===== src/rtl/btn_pkg.sv =====
// Shared types for the push-button front end: channel state encoding and
// the counter-width helper used to size the debounce/hold/repeat counters.
package btn_pkg;

  typedef enum logic [1:0] {
    IDLE       = 2'd0,
    PRESS_WAIT = 2'd1,
    HELD       = 2'd2,
    REL_WAIT   = 2'd3
  } btn_state_t;

  function automatic int cnt_w(input int max_val);
    return $clog2(max_val + 1);
  endfunction

endpackage


===== src/rtl/btn_chan.sv =====
// One button channel: 2-flop synchroniser, debounce FSM, hold timer and
// optional auto-repeat (enabled by defining BTN_REPEAT_EN).
//
// state      | meaning
// IDLE       | released and stable
// PRESS_WAIT | synced pin low, counting stable cycles before accepting press
// HELD       | press accepted, level high, hold timer running
// REL_WAIT   | synced pin high while held, counting stable cycles before release
module btn_chan
  import btn_pkg::*;
#(
  parameter int DEB_CYCLES    = 270000,
  parameter int LONG_CYCLES   = 27000000,
  parameter int REPEAT_CYCLES = 5400000
) (
  input  logic clk,
  input  logic rst,
  input  logic btn_n,
  output logic level,
  output logic press_p,
  output logic release_p,
  output logic long_p,
  output logic repeat_p
);

  localparam int DW = cnt_w(DEB_CYCLES);
  localparam int HW = cnt_w(LONG_CYCLES);
  localparam logic [DW-1:0] DEB_LAST = DW'(DEB_CYCLES - 1);
  localparam logic [HW-1:0] HOLD_MAX = HW'(LONG_CYCLES);
  localparam logic [HW-1:0] HOLD_PRE = HW'(LONG_CYCLES - 1);

  logic [1:0]    sync;
  logic          s;
  btn_state_t    state;
  logic [DW-1:0] deb_cnt;
  logic [HW-1:0] hold_cnt;

  assign s = sync[1];

  always_ff @(posedge clk) begin
    if (!rst) begin
      sync      <= 2'b11;
      state     <= IDLE;
      deb_cnt   <= '0;
      hold_cnt  <= '0;
      level     <= 1'b0;
      press_p   <= 1'b0;
      release_p <= 1'b0;
      long_p    <= 1'b0;
    end else begin
      sync      <= {sync[0], btn_n};
      press_p   <= 1'b0;
      release_p <= 1'b0;
      long_p    <= 1'b0;
      case (state)
        IDLE: begin
          hold_cnt <= '0;
          if (!s) begin
            state   <= PRESS_WAIT;
            deb_cnt <= DW'(1);
          end
        end
        PRESS_WAIT: begin
          if (s) begin
            state   <= IDLE;
            deb_cnt <= '0;
          end else if (deb_cnt == DEB_LAST) begin
            state   <= HELD;
            deb_cnt <= '0;
            level   <= 1'b1;
            press_p <= 1'b1;
          end else begin
            deb_cnt <= deb_cnt + DW'(1);
          end
        end
        HELD: begin
          // hold timer keeps running through release bounces, saturating at the long-press mark
          if (hold_cnt != HOLD_MAX) begin
            hold_cnt <= hold_cnt + HW'(1);
            long_p   <= (hold_cnt == HOLD_PRE);
          end
          if (s) begin
            state   <= REL_WAIT;
            deb_cnt <= DW'(1);
          end
        end
        REL_WAIT: begin
          if (hold_cnt != HOLD_MAX) begin
            hold_cnt <= hold_cnt + HW'(1);
            long_p   <= (hold_cnt == HOLD_PRE);
          end
          if (!s) begin
            state   <= HELD;
            deb_cnt <= '0;
          end else if (deb_cnt == DEB_LAST) begin
            state     <= IDLE;
            deb_cnt   <= '0;
            hold_cnt  <= '0;
            level     <= 1'b0;
            release_p <= 1'b1;
          end else begin
            deb_cnt <= deb_cnt + DW'(1);
          end
        end
        default: state <= IDLE;
      endcase
    end
  end

`ifdef BTN_REPEAT_EN
  localparam int RW = cnt_w(REPEAT_CYCLES);
  localparam logic [RW-1:0] REP_LAST = RW'(REPEAT_CYCLES - 1);

  logic [RW-1:0] rep_cnt;

  // repeat timer only runs once the hold timer has saturated, i.e. after long_p
  always_ff @(posedge clk) begin
    if (!rst) begin
      rep_cnt  <= '0;
      repeat_p <= 1'b0;
    end else begin
      repeat_p <= 1'b0;
      if ((state == HELD || state == REL_WAIT) && hold_cnt == HOLD_MAX) begin
        if (rep_cnt == REP_LAST) begin
          rep_cnt  <= '0;
          repeat_p <= 1'b1;
        end else begin
          rep_cnt <= rep_cnt + RW'(1);
        end
      end else begin
        rep_cnt <= '0;
      end
    end
  end
`else
  // constant 0; the comparison only keeps the repeat period parameter referenced
  assign repeat_p = (REPEAT_CYCLES < 0);
`endif

endmodule


===== src/rtl/btn_debounce.sv =====
// Push-button front end: NBTN independent debounced channels producing level
// and press/release/long/repeat pulses (repeat only with BTN_REPEAT_EN).
module btn_debounce
  import btn_pkg::*;
#(
  parameter int NBTN          = 2,
  parameter int DEB_CYCLES    = 270000,
  parameter int LONG_CYCLES   = 27000000,
  parameter int REPEAT_CYCLES = 5400000
) (
  input  logic            clk,
  input  logic            rst,
  input  logic [NBTN-1:0] btn_n,
  output logic [NBTN-1:0] level,
  output logic [NBTN-1:0] press_p,
  output logic [NBTN-1:0] release_p,
  output logic [NBTN-1:0] long_p,
  output logic [NBTN-1:0] repeat_p
);

  for (genvar g = 0; g < NBTN; g++) begin : g_chan
    btn_chan #(
      .DEB_CYCLES   (DEB_CYCLES),
      .LONG_CYCLES  (LONG_CYCLES),
      .REPEAT_CYCLES(REPEAT_CYCLES)
    ) u_chan (
      .clk      (clk),
      .rst      (rst),
      .btn_n    (btn_n[g]),
      .level    (level[g]),
      .press_p  (press_p[g]),
      .release_p(release_p[g]),
      .long_p   (long_p[g]),
      .repeat_p (repeat_p[g])
    );
  end

endmodule

===== config.mk =====
export PLATFORM = sky130hd
export DESIGN_NAME = btn_debounce
export DESIGN_NICKNAME = d
export VERILOG_FILES = /design/src/rtl/btn_pkg.sv /design/src/rtl/btn_chan.sv /design/src/rtl/btn_debounce.sv
export SDC_FILE = /design/constraint.sdc
export NUM_CORES = 1
export LEC_CHECK = 0
export CAP_MARGIN = 40
export CORE_AREA = 2 2 143 75
export CTS_CLUSTER_SIZE = 30
export DETAILED_ROUTE_END_ITERATION = 8
export DIE_AREA = 0 0 145 77
export PLACE_DENSITY = 0.71
export SLEW_MARGIN = 25
export SYNTH_ARGS = -nofsm -noshare
export SYNTH_HDL_FRONTEND = slang
export SYNTH_HIERARCHICAL = 1
export SYNTH_SLANG_ARGS = --single-unit

===== constraint.sdc =====
create_clock -name clk -period 4.9 [get_ports clk]
set_input_delay 0.735 -clock clk [delete_from_list [all_inputs] [get_ports clk]]
set_output_delay 0.735 -clock clk [all_outputs]
set_load 0.02 [all_outputs]

==> results of run 1 <==
[flip-flops by register name, summed over array words and instances (netlist names), named ones only]
name	flops
g_chan.u_chan/level	2
g_chan.u_chan/long_p	2
g_chan.u_chan/deb_cnt	38
g_chan.u_chan/sync	4
g_chan.u_chan/hold_cnt	50
g_chan.u_chan/press_p	2
g_chan.u_chan/state	2
g_chan.u_chan/release_p	2
[per-stage QoR]
stage               worst slack, ns  std cells
CTS                            2.04        810
finish                         2.00        811
global route                   1.83        811
floorplan                      2.89        665
global placement               1.81        792
detailed placement             1.68        794
[per-layer routing]
metal	wire, µm	track usage	part of all wire
met5	0	0	0
met3	530	0.0435	0.043
met1	6610	0.347	0.54
met2	4970	0.311	0.41
met4	78	0.0455	0.0064
[cell usage in the layout (no fill, tap or decap), types with 10 or more instances in the layout]
| cell | instances |
|---|---|
| nand3_1 | 60 |
| o21ai_0 | 27 |
| xor2_1 | 10 |
| dfxtp_1 | 104 |
| nand2b_1 | 18 |
| a21oi_1 | 51 |
| clkdlybuf4s50_1 | 11 |
| xnor2_1 | 10 |
| nand4_1 | 23 |
| nor3_1 | 22 |
| a31oi_1 | 33 |
| and3_1 | 13 |
| nor2_1 | 50 |
| or3_1 | 13 |
| inv_1 | 33 |
| nand2_1 | 61 |
[where the power goes]
| part | leakage, nW | internal [mW] | switching [mW] |
|---|---|---|---|
| Clock | 0.150 | 0.449 | 0.323 |
| Sequential | 0.839 | 0.850 | 0.00611 |
| Combinational | 0.880 | 0.0165 | 0.0297 |
[path summary, 6_finish.rpt]
path                                               end  depth (start not counted)                                startpoint  slack (ns)
min                g_chan[0].u_chan/sync[1]$_SDFF_PN1_                          1       g_chan[0].u_chan/sync[0]$_SDFF_PN1_        0.42
min reg2reg        g_chan[0].u_chan/sync[1]$_SDFF_PN1_                          1       g_chan[0].u_chan/sync[0]$_SDFF_PN1_        0.42
max           g_chan[1].u_chan/deb_cnt[7]$_SDFFE_PN0P_                          6                                       rst        2.00
max reg2reg  g_chan[0].u_chan/hold_cnt[2]$_SDFFE_PN0P_                          6  g_chan[0].u_chan/deb_cnt[0]$_SDFFE_PN0P_        2.44
[area by class of cell]
type / count / share of cell area
Tap cell: 140 / 0.0301
Clock buffer: 11 / 0.0399
Sequential cell: 104 / 0.357
Multi-Input combinational cell: 498 / 0.509
Timing Repair Buffer: 19 / 0.0277
Clock inverter: 5 / 0.0140
Inverter: 34 / 0.0219
[worst max-delay path: stages]
cell	delay, ns
clkdlybuf4s50_1	0.83
clkinv_1	0.42
a311oi_2	0.47
buf_4	0.36
o21ai_0	0.16
a31oi_1	0.19
[cells by family after synthesis]
kind of cell,after synthesis
AO/OA/AOI/OAI,152
XOR/XNOR,20
adder cells (fa/ha/maj),6
buffers and inverters,63
flip-flops,104
multiplexers,5
other,2
AND/OR/NAND/NOR,313
==> results.txt, run 1 <==
status = finished clean
CTS tree = built
Seq/Total Area, Yosys = 0.391
WHS = 0.418 ns
compound-gate portion of the synthesized area = 0.181
Pre-antenna DRT Iters = 5
slew margin rel. = 0.482
Die Width = 145 µm
# H-tree levels = 3
post-CTS sizing = 0
clk slew on worst S/H paths = 0.07 ns
root buf cell = clkbuf_16
Pwr per Cell Area = 287 nW/µm²
First DRT Iteration DRCs = 460
skew final = 0.00511 ns
synth cell count leaders = dfxtp_1, nand2_1, nand3_1, a21oi_1, nor2_1
Worst Setup End Kind = flip-flop
CP Data Required Time = 5.17 ns
Area Growth Syn to Fin = 9.32%
DRC Markers = 0
Routability Congestion = 0.808
Antenna diodes = 0
Max Cap Viol = 0
Hold Path Class = flip-flop to flip-flop
Hold Buf Count CTS = 0
global-route wire length before repair = 20600 µm
Unique masters post-synth = 70
Fin. Hold Viols = 0
post-synthesis mux area share = 0.00939
Crit Path Max Fanout = 25
Fill cells = 891
largest cells by area after synthesis = dfxtp_1, nand3_1, a21oi_1
Via Count = 4850
worst vdd ir = 181 µV
CP Class = input port to flip-flop
RSZ-0062 raised after global routing = false
Final Max Tran Viols = 0
Critical Path AT = 3.17 ns
Cell Rows = 26
All-Layer GR Usage = 0.222
CTS Buffer Depth = 2
fin crit share = 0.591
Synth Register Bits = 104
Die ar. = 11200 µm²
GRT overflow = 0
Yosys top cell area share = 0.391
Yosys top cell by area = dfxtp_1
Post-Route WL = 12200 µm
Synth Instances = 665
Synth Warn # = 6
Mean Syn Cell Area = 8.01 µm²
Adder-Cell Fraction of Synth Area = 0.0141
number of synthesized flops with an enable pin = 0
wire length per cell = 15.0 µm
Tot Pwr = 1.67 mW
IO Count = 14
Vias/cell = 5.98
Multi-input gate area = 2970 µm²
post-route setup TNS = 0 ns
placed cell area = 5510 µm²
crit path time final = 2.90 ns
combinational family with the most area after synthesis = simple AND/OR/NAND/NOR gates
Port-buffer cells = 11
cell area after layout = 5830 µm²
most common cell in the netlist = dfxtp_1
Final ANT Viol Nets = 0
clk_lat worst skew = 0.34 ns
ratio of cells with drive above 1 in the final layout = 0.0686
TritonCTS Buffers = 9
Layout Utilization = 0.587
nets@finish = 676
die span in y = 77 µm
number of global-route vias before repair = 4211
ys async rst share = 0
Post-CTS Setup Repair Bufs = 0
Worst Tran Pin Value = 0.770 ns
# setup viols final = 0
initial antenna violation count = 0
XOR/XNOR Fraction of Synth Area = 0.0329
largest net degree at the start of global routing = 34
Mapped Nets = 675
clock sinks = 104
top_reg_cell synth = dfxtp_1
f_max = 345 MHz
CP Launch Type = input port
Pleak = 1.87 nW
DP Wirelength = 8590 µm
register area = 2080 µm²
Core Area = 9920 µm²
Synth Cell Area = 5330 µm²
synthesized-area fraction occupied by and/or/nand/nor cells = 0.316
Initial Util = 0.537
No activity file was read; power rests on OpenSTA's default activity.
==> inputs of run 2 (changes only) <==
- clock period: 4.9 -> 2.8 ns (I/O delays scaled with it)
==> run 2 against run 1 <==
Power is 70% higher. Sequential power is 75% higher. Final area is 0.43% higher. Critical endpoint is now g_chan[0].u_chan/deb_cnt[17]$_SDFFE_PN0P_. Largest power group unchanged.
==> results.txt, run 2 (synthesized netlist as in run 1, its figures left out) <==
HP Start = g_chan[0].u_chan/sync[0]$_SDFF_PN1_
Crit-path slowest cell = dfxtp_1
max FFs per register = 50 (unchanged)
clock sinks = 104 (unchanged)
Hold Buf Count CTS = 0 (unchanged)
Non-Filler Instances = 815 (+0.49%)
CP Class = flip-flop to flip-flop
largest reg by FF count = g_chan.u_chan/hold_cnt
CP Data Required Time = 3.02 ns (-2.15 ns)
Hold Path Stages = 1 (unchanged)
Antenna diodes = 0 (unchanged)
DP Wirelength = 8660 µm (+0.83%)
Largest regs = g_chan.u_chan/hold_cnt x50, g_chan.u_chan/deb_cnt x38, g_chan.u_chan/sync x4
Multi-input gate area = 2970 µm² (unchanged)
Fill cells = 919 (+3.1%)
global-route wire length before repair = 21400 µm (+3.9%)
wire length per cell = 15.4 µm (+2.5%)
Placement Setup Slack = 0.539 ns (-1.14 ns)
# H-tree levels = 3 (unchanged)
ratio of cells with drive above 1 in the final layout = 0.0756 (+0.00700)
worst vdd ir = 299 µV (+65%)
status = finished clean
worst reg2reg setup slack = 0.53 ns (-1.91 ns)
Max Cap Viol = 0 (unchanged)
Die ar. = 11200 µm² (unchanged)
post-CTS sizing = 0 (unchanged)
Via Count = 4942 (+1.9%)
Vias/cell = 6.06 (+1.4%)
# setup viols final = 0 (unchanged)
reg2reg path depth = 7 (+1)
skew final = 0.00754 ns (+0.00243 ns)
largest net degree at the start of global routing = 34 (unchanged)
reg2reg end = g_chan[0].u_chan/deb_cnt[17]$_SDFFE_PN0P_
critical path, cell by cell = ha_1, and4_1, and4_1, a211oi_2, buf_4, and3_1, a221o_1
Layout Utilization = 0.590 (+0.00252)
placed cell count = 799 (+0.63%)
Post-Route WL = 12600 µm (+3.0%)
commonest non-fill, non-tap cells in the layout = dfxtp_1, nand2_1, nand3_1
initial antenna violation count = 0 (unchanged)
CTS tree = built
Tot Pwr = 2.85 mW (+70%)
Crit Path Max Fanout = 25 (unchanged)
cell area after layout = 5850 µm² (+0.43%)
Worst Hold End = g_chan[0].u_chan/sync[1]$_SDFF_PN1_
nets@finish = 680 (+0.59%)
post-route setup TNS = 0 ns (unchanged)
most used cell, CP = and4_1
Initial Util = 0.537 (unchanged)
Post-CTS Setup Repair Bufs = 0 (unchanged)
CP top delay family = simple AND/OR/NAND/NOR gates
Port-buffer cells = 11 (unchanged)
slowest stage delay, CP = 0.39 ns (-0.44 ns)
Cell Rows = 26 (unchanged)
clk_lat worst skew = 0.34 ns (about the same)
placed cell area = 5550 µm² (+0.80%)
f_max = 441 MHz
CP Launch Type = flip-flop
Pre-antenna DRT Iters = 5 (unchanged)
Worst Path Buf+Inv = 1 (-2)
Final Max Tran Viols = 0 (unchanged)
Critical R2R Launch = g_chan[0].u_chan/deb_cnt[0]$_SDFFE_PN0P_
Pleak = 1.89 nW (+1.3%)
number of global-route vias before repair = 4452 (+5.7%)
WHS = 0.415 ns (-0.00311 ns)
Worst Setup End Kind = flip-flop
Final ANT Viol Nets = 0 (unchanged)
GRT overflow = 0 (unchanged)
Critical Path AT = 2.49 ns (-0.68 ns)
Fin. Hold Viols = 0 (unchanged)
First DRT Iteration DRCs = 425 (-7.6%)
Pwr per Cell Area = 488 nW/µm² (+70%)
slew margin rel. = 0.546 (+0.0633)
All-Layer GR Usage = 0.231 (+0.00846)
fin crit share = 0.810
crit path time final = 2.27 ns
register area = 2080 µm² (unchanged)
root buf cell = clkbuf_16
Hold Path Class = flip-flop to flip-flop
TritonCTS Buffers = 9 (unchanged)
IO Count = 14 (unchanged)
DRC Markers = 0 (unchanged)
clk slew on worst S/H paths = 0.06 ns (about the same)
CTS Buffer Depth = 2 (unchanged)
Worst Tran Pin Value = 0.676 ns (-0.0937 ns)
Core Area = 9920 µm² (unchanged)
die span in y = 77 µm (unchanged)
Routability Congestion = 0.846 (+4.7%)
RSZ-0062 raised after global routing = false
Die Width = 145 µm (unchanged)
final worst slack = 0.532 ns (-1.47 ns)
commonest non-fill, non-tap cell in the layout = dfxtp_1
Area Growth Syn to Fin = 9.79%
==> run 2: changes by cell type in the layout (fill, tap and decap cells not counted) <==
cell,previous run,this run
buf_4,5,12
buf_2,2,0
clkbuf_8,0,2
buf_1,1,0
bufinv_16,2,1
clkinv_2,1,2
clkinv_4,1,0
clkinvlp_4,1,0
==> run 2: how the worst max path moves through the flow <==
stage / from / end / cells past startpoint
3_5_place_dp: rst / g_chan[1].u_chan/deb_cnt[11]$_SDFFE_PN0P_ / 6
2_1_floorplan: g_chan[0].u_chan/deb_cnt[0]$_SDFFE_PN0P_ / g_chan[0].u_chan/deb_cnt[5]$_SDFFE_PN0P_ / 8
5_1_grt: g_chan[0].u_chan/deb_cnt[0]$_SDFFE_PN0P_ / g_chan[0].u_chan/deb_cnt[17]$_SDFFE_PN0P_ / 7
3_3_place_gp: rst / g_chan[0].u_chan/hold_cnt[22]$_SDFFE_PN0P_ / 6
4_1_cts: g_chan[0].u_chan/deb_cnt[0]$_SDFFE_PN0P_ / g_chan[0].u_chan/deb_cnt[17]$_SDFFE_PN0P_ / 7
6_report: g_chan[0].u_chan/deb_cnt[0]$_SDFFE_PN0P_ / g_chan[0].u_chan/deb_cnt[17]$_SDFFE_PN0P_ / 7
==> run 2: power breakdown <==
group / internal (mW) / leakage (nW) / total (mW) / switching [mW]
Clock: 0.741 / 0.150 / 1.27 / 0.528
Combinational: 0.0315 / 0.904 / 0.0848 / 0.0533
Sequential: 1.49 / 0.839 / 1.50 / 0.0111
Total: 2.26 / 1.89 / 2.85 / 0.593
==> run 2: cell type report <==
class                   instances  share of cell area
inverters                      34              0.0218
repair buffers                 23              0.0342
clock buffers                  13              0.0445
clock inverters                 3             0.00684
multi-input cells             498               0.507
flip-flops and latches        104               0.356
well taps                     140              0.0299
==> run 2: layer usage <==
layer  routed length [µm]  vias to the layer above  GRT usage
met5                    0                        -          0
met4                   61                        0     0.0465
met2                 5290                      149      0.347
li1                     -                     2431          -
met3                  615                       11     0.0500
met1                 6590                     2351      0.339
==> inputs of run 3 (changes only) <==
- PLACE_DENSITY: 0.71 -> 0.74
- clock period: 2.8 -> 2 ns (I/O delays scaled with it)
==> run 3 against run 2 <==
Register-to-register slack worse by 0.49 ns. Clock power up 43%. Core utilization up 5.6 points. Critical path type unchanged.
==> results.txt, run 3 (synthesized netlist as in run 1, its figures left out) <==
max FFs per register = 50 (unchanged)
global-route wire length before repair = 21900 µm (+1.9%)
worst vdd ir = 479 µV (+60%)
initial antenna violation count = 0 (unchanged)
CTS tree = built
Hold Path Stages = 1 (unchanged)
root buf cell = clkbuf_16
number of global-route vias before repair = 4583 (+2.9%)
Fin. Hold Viols = 0 (unchanged)
cell area after layout = 6410 µm² (+9.6%)
Initial Util = 0.537 (unchanged)
reg2reg path depth = 7 (unchanged)
ratio of cells with drive above 1 in the final layout = 0.172 (+0.0966)
# setup viols final = 0 (unchanged)
Final ANT Viol Nets = 0 (unchanged)
die span in y = 77 µm (unchanged)
f_max = 510 MHz (+16%)
CP Launch Type = flip-flop
Fill cells = 847 (-7.8%)
DRC Markers = 0 (unchanged)
fin crit share = 0.980 (+0.170)
Post-Route WL = 13300 µm (+5.9%)
clock sinks = 104 (unchanged)
Vias/cell = 6.00 (-1.1%)
Die ar. = 11200 µm² (unchanged)
worst reg2reg setup slack = 0.04 ns (-0.49 ns)
skew final = 0.00770 ns (+0.000159 ns)
commonest non-fill, non-tap cells in the layout = dfxtp_1, buf_4, nand2_1
Die Width = 145 µm (unchanged)
Hold Path Class = flip-flop to flip-flop
Antenna diodes = 0 (unchanged)
largest net degree at the start of global routing = 34 (unchanged)
CP Class = flip-flop to flip-flop
First DRT Iteration DRCs = 572 (+35%)
nets@finish = 737 (+8.4%)
commonest non-fill, non-tap cell in the layout = dfxtp_1
clk slew on worst S/H paths = 0.07 ns (about the same)
Area Growth Syn to Fin = 20.3%
Max Cap Viol = 0 (unchanged)
IO Count = 14 (unchanged)
post-route setup TNS = 0 ns (unchanged)
Pwr per Cell Area = 631 nW/µm² (+29%)
Critical R2R Launch = g_chan[1].u_chan/deb_cnt[14]$_SDFFE_PN0P_
Via Count = 5228 (+5.8%)
RSZ-0062 raised after global routing = true
placed cell area = 5980 µm² (+7.8%)
HP Start = g_chan[1].u_chan/sync[0]$_SDFF_PN1_
reg2reg end = g_chan[1].u_chan/deb_cnt[5]$_SDFFE_PN0P_
status = finished clean
TritonCTS Buffers = 9 (unchanged)
GRT overflow = 0 (unchanged)
final worst slack = 0.0408 ns (-0.491 ns)
largest reg by FF count = g_chan.u_chan/hold_cnt
Largest regs = g_chan.u_chan/hold_cnt x50, g_chan.u_chan/deb_cnt x38, g_chan.u_chan/sync x4
CTS Buffer Depth = 2 (unchanged)
Cell Rows = 26 (unchanged)
Worst Setup End Kind = flip-flop
Port-buffer cells = 11 (unchanged)
crit path time final = 1.96 ns (-0.309 ns)
Layout Utilization = 0.646 (+0.0564)
clk_lat worst skew = 0.35 ns (about the same)
slew margin rel. = 0.585 (+0.0398)
wire length per cell = 15.3 µm (-0.99%)
Final Max Tran Viols = 0 (unchanged)
Placement Setup Slack = -0.0103 ns (-0.549 ns)
Worst Tran Pin Value = 0.622 ns (-0.0545 ns)
Routability Congestion = 0.872 (+3.1%)
DP Wirelength = 9430 µm (+8.9%)
All-Layer GR Usage = 0.238 (+0.00707)
Critical Path AT = 2.18 ns (-0.31 ns)
Core Area = 9920 µm² (unchanged)
CP Data Required Time = 2.22 ns (-0.80 ns)
Pre-antenna DRT Iters = 5 (unchanged)
Crit Path Max Fanout = 13 (-48%)
# H-tree levels = 3 (unchanged)
Pleak = 2.22 nW (+17%)
Worst Hold End = g_chan[1].u_chan/sync[1]$_SDFF_PN1_
## run 3: changes by cell type in the layout (fill, tap and decap cells not counted), moves of 4 or more
cell and delta:
a21oi_1 -7, a21oi_2 +7, buf_4 +54, o21ai_0 -4, o21ai_1 +4
## run 3: layer usage
metal / wire length [µm] / global-route usage / vias up
li1: - / - / 2549
met1: 6510 / 0.349 / 2464
met2: 5710 / 0.347 / 198
met3: 935 / 0.0577 / 17
met4: 153 / 0.0614 / 0
met5: 0 / 0 / -
## run 3: area by class of cell
type,instances,area [µm²],share of cell area
clock buffer,11,243,0.0379
multi-input combinational,498,3060,0.478
tap,140,175,0.0273
timing repair buffer,80,657,0.102
sequential,104,2080,0.325
inverter,34,128,0.0199
clock inverter,5,63.8,0.00996
## run 3: repair_timing
action,in CTS,in global routing
pin swaps,2,2
endpoints found under the setup margin,2,64
hold buffers,0,0
gates resized for setup,2,24
buffers inserted,0,3
## run 3: worst max-delay path, stage by stage, from the launching register on
cell and delay (ns):
dfxtp_1 0.31, or4b_4 0.54, nor4_4 0.25, a311oi_2 0.14
buf_6 0.17, buf_4 0.16, o21ai_1 0.12, o21ai_1 0.13
## run 3: worst max path at each step
stage | startpoint | to
2_1_floorplan | g_chan[0].u_chan/deb_cnt[0]$_SDFFE_PN0P_ | g_chan[0].u_chan/deb_cnt[5]$_SDFFE_PN0P_
3_3_place_gp | g_chan[1].u_chan/deb_cnt[14]$_SDFFE_PN0P_ | g_chan[1].u_chan/hold_cnt[1]$_SDFFE_PN0P_
3_5_place_dp | g_chan[1].u_chan/deb_cnt[14]$_SDFFE_PN0P_ | g_chan[1].u_chan/hold_cnt[1]$_SDFFE_PN0P_
4_1_cts | g_chan[1].u_chan/deb_cnt[14]$_SDFFE_PN0P_ | g_chan[1].u_chan/deb_cnt[5]$_SDFFE_PN0P_
5_1_grt | g_chan[1].u_chan/deb_cnt[14]$_SDFFE_PN0P_ | g_chan[1].u_chan/level$_SDFFE_PN0P_
6_report | g_chan[1].u_chan/deb_cnt[14]$_SDFFE_PN0P_ | g_chan[1].u_chan/deb_cnt[5]$_SDFFE_PN0P_
## run 3: report_power, final
part	leakage [nW]	total (mW)	switching (mW)	internal, mW
combinational	1.24	0.141	0.0806	0.0604
sequential	0.839	2.10	0.0144	2.08
clock	0.147	1.81	0.791	1.02
## run 3: metrics by stage
stage	hold WS, ns	cells	power, mW
3_3_place_gp	0.395	853	2.27
5_1_grt	0.430	872	4.20
4_1_cts	0.414	869	4.08
2_1_floorplan	0.373	665	2.22
6_report	0.411	872	4.05
3_5_place_dp	0.397	853	2.28
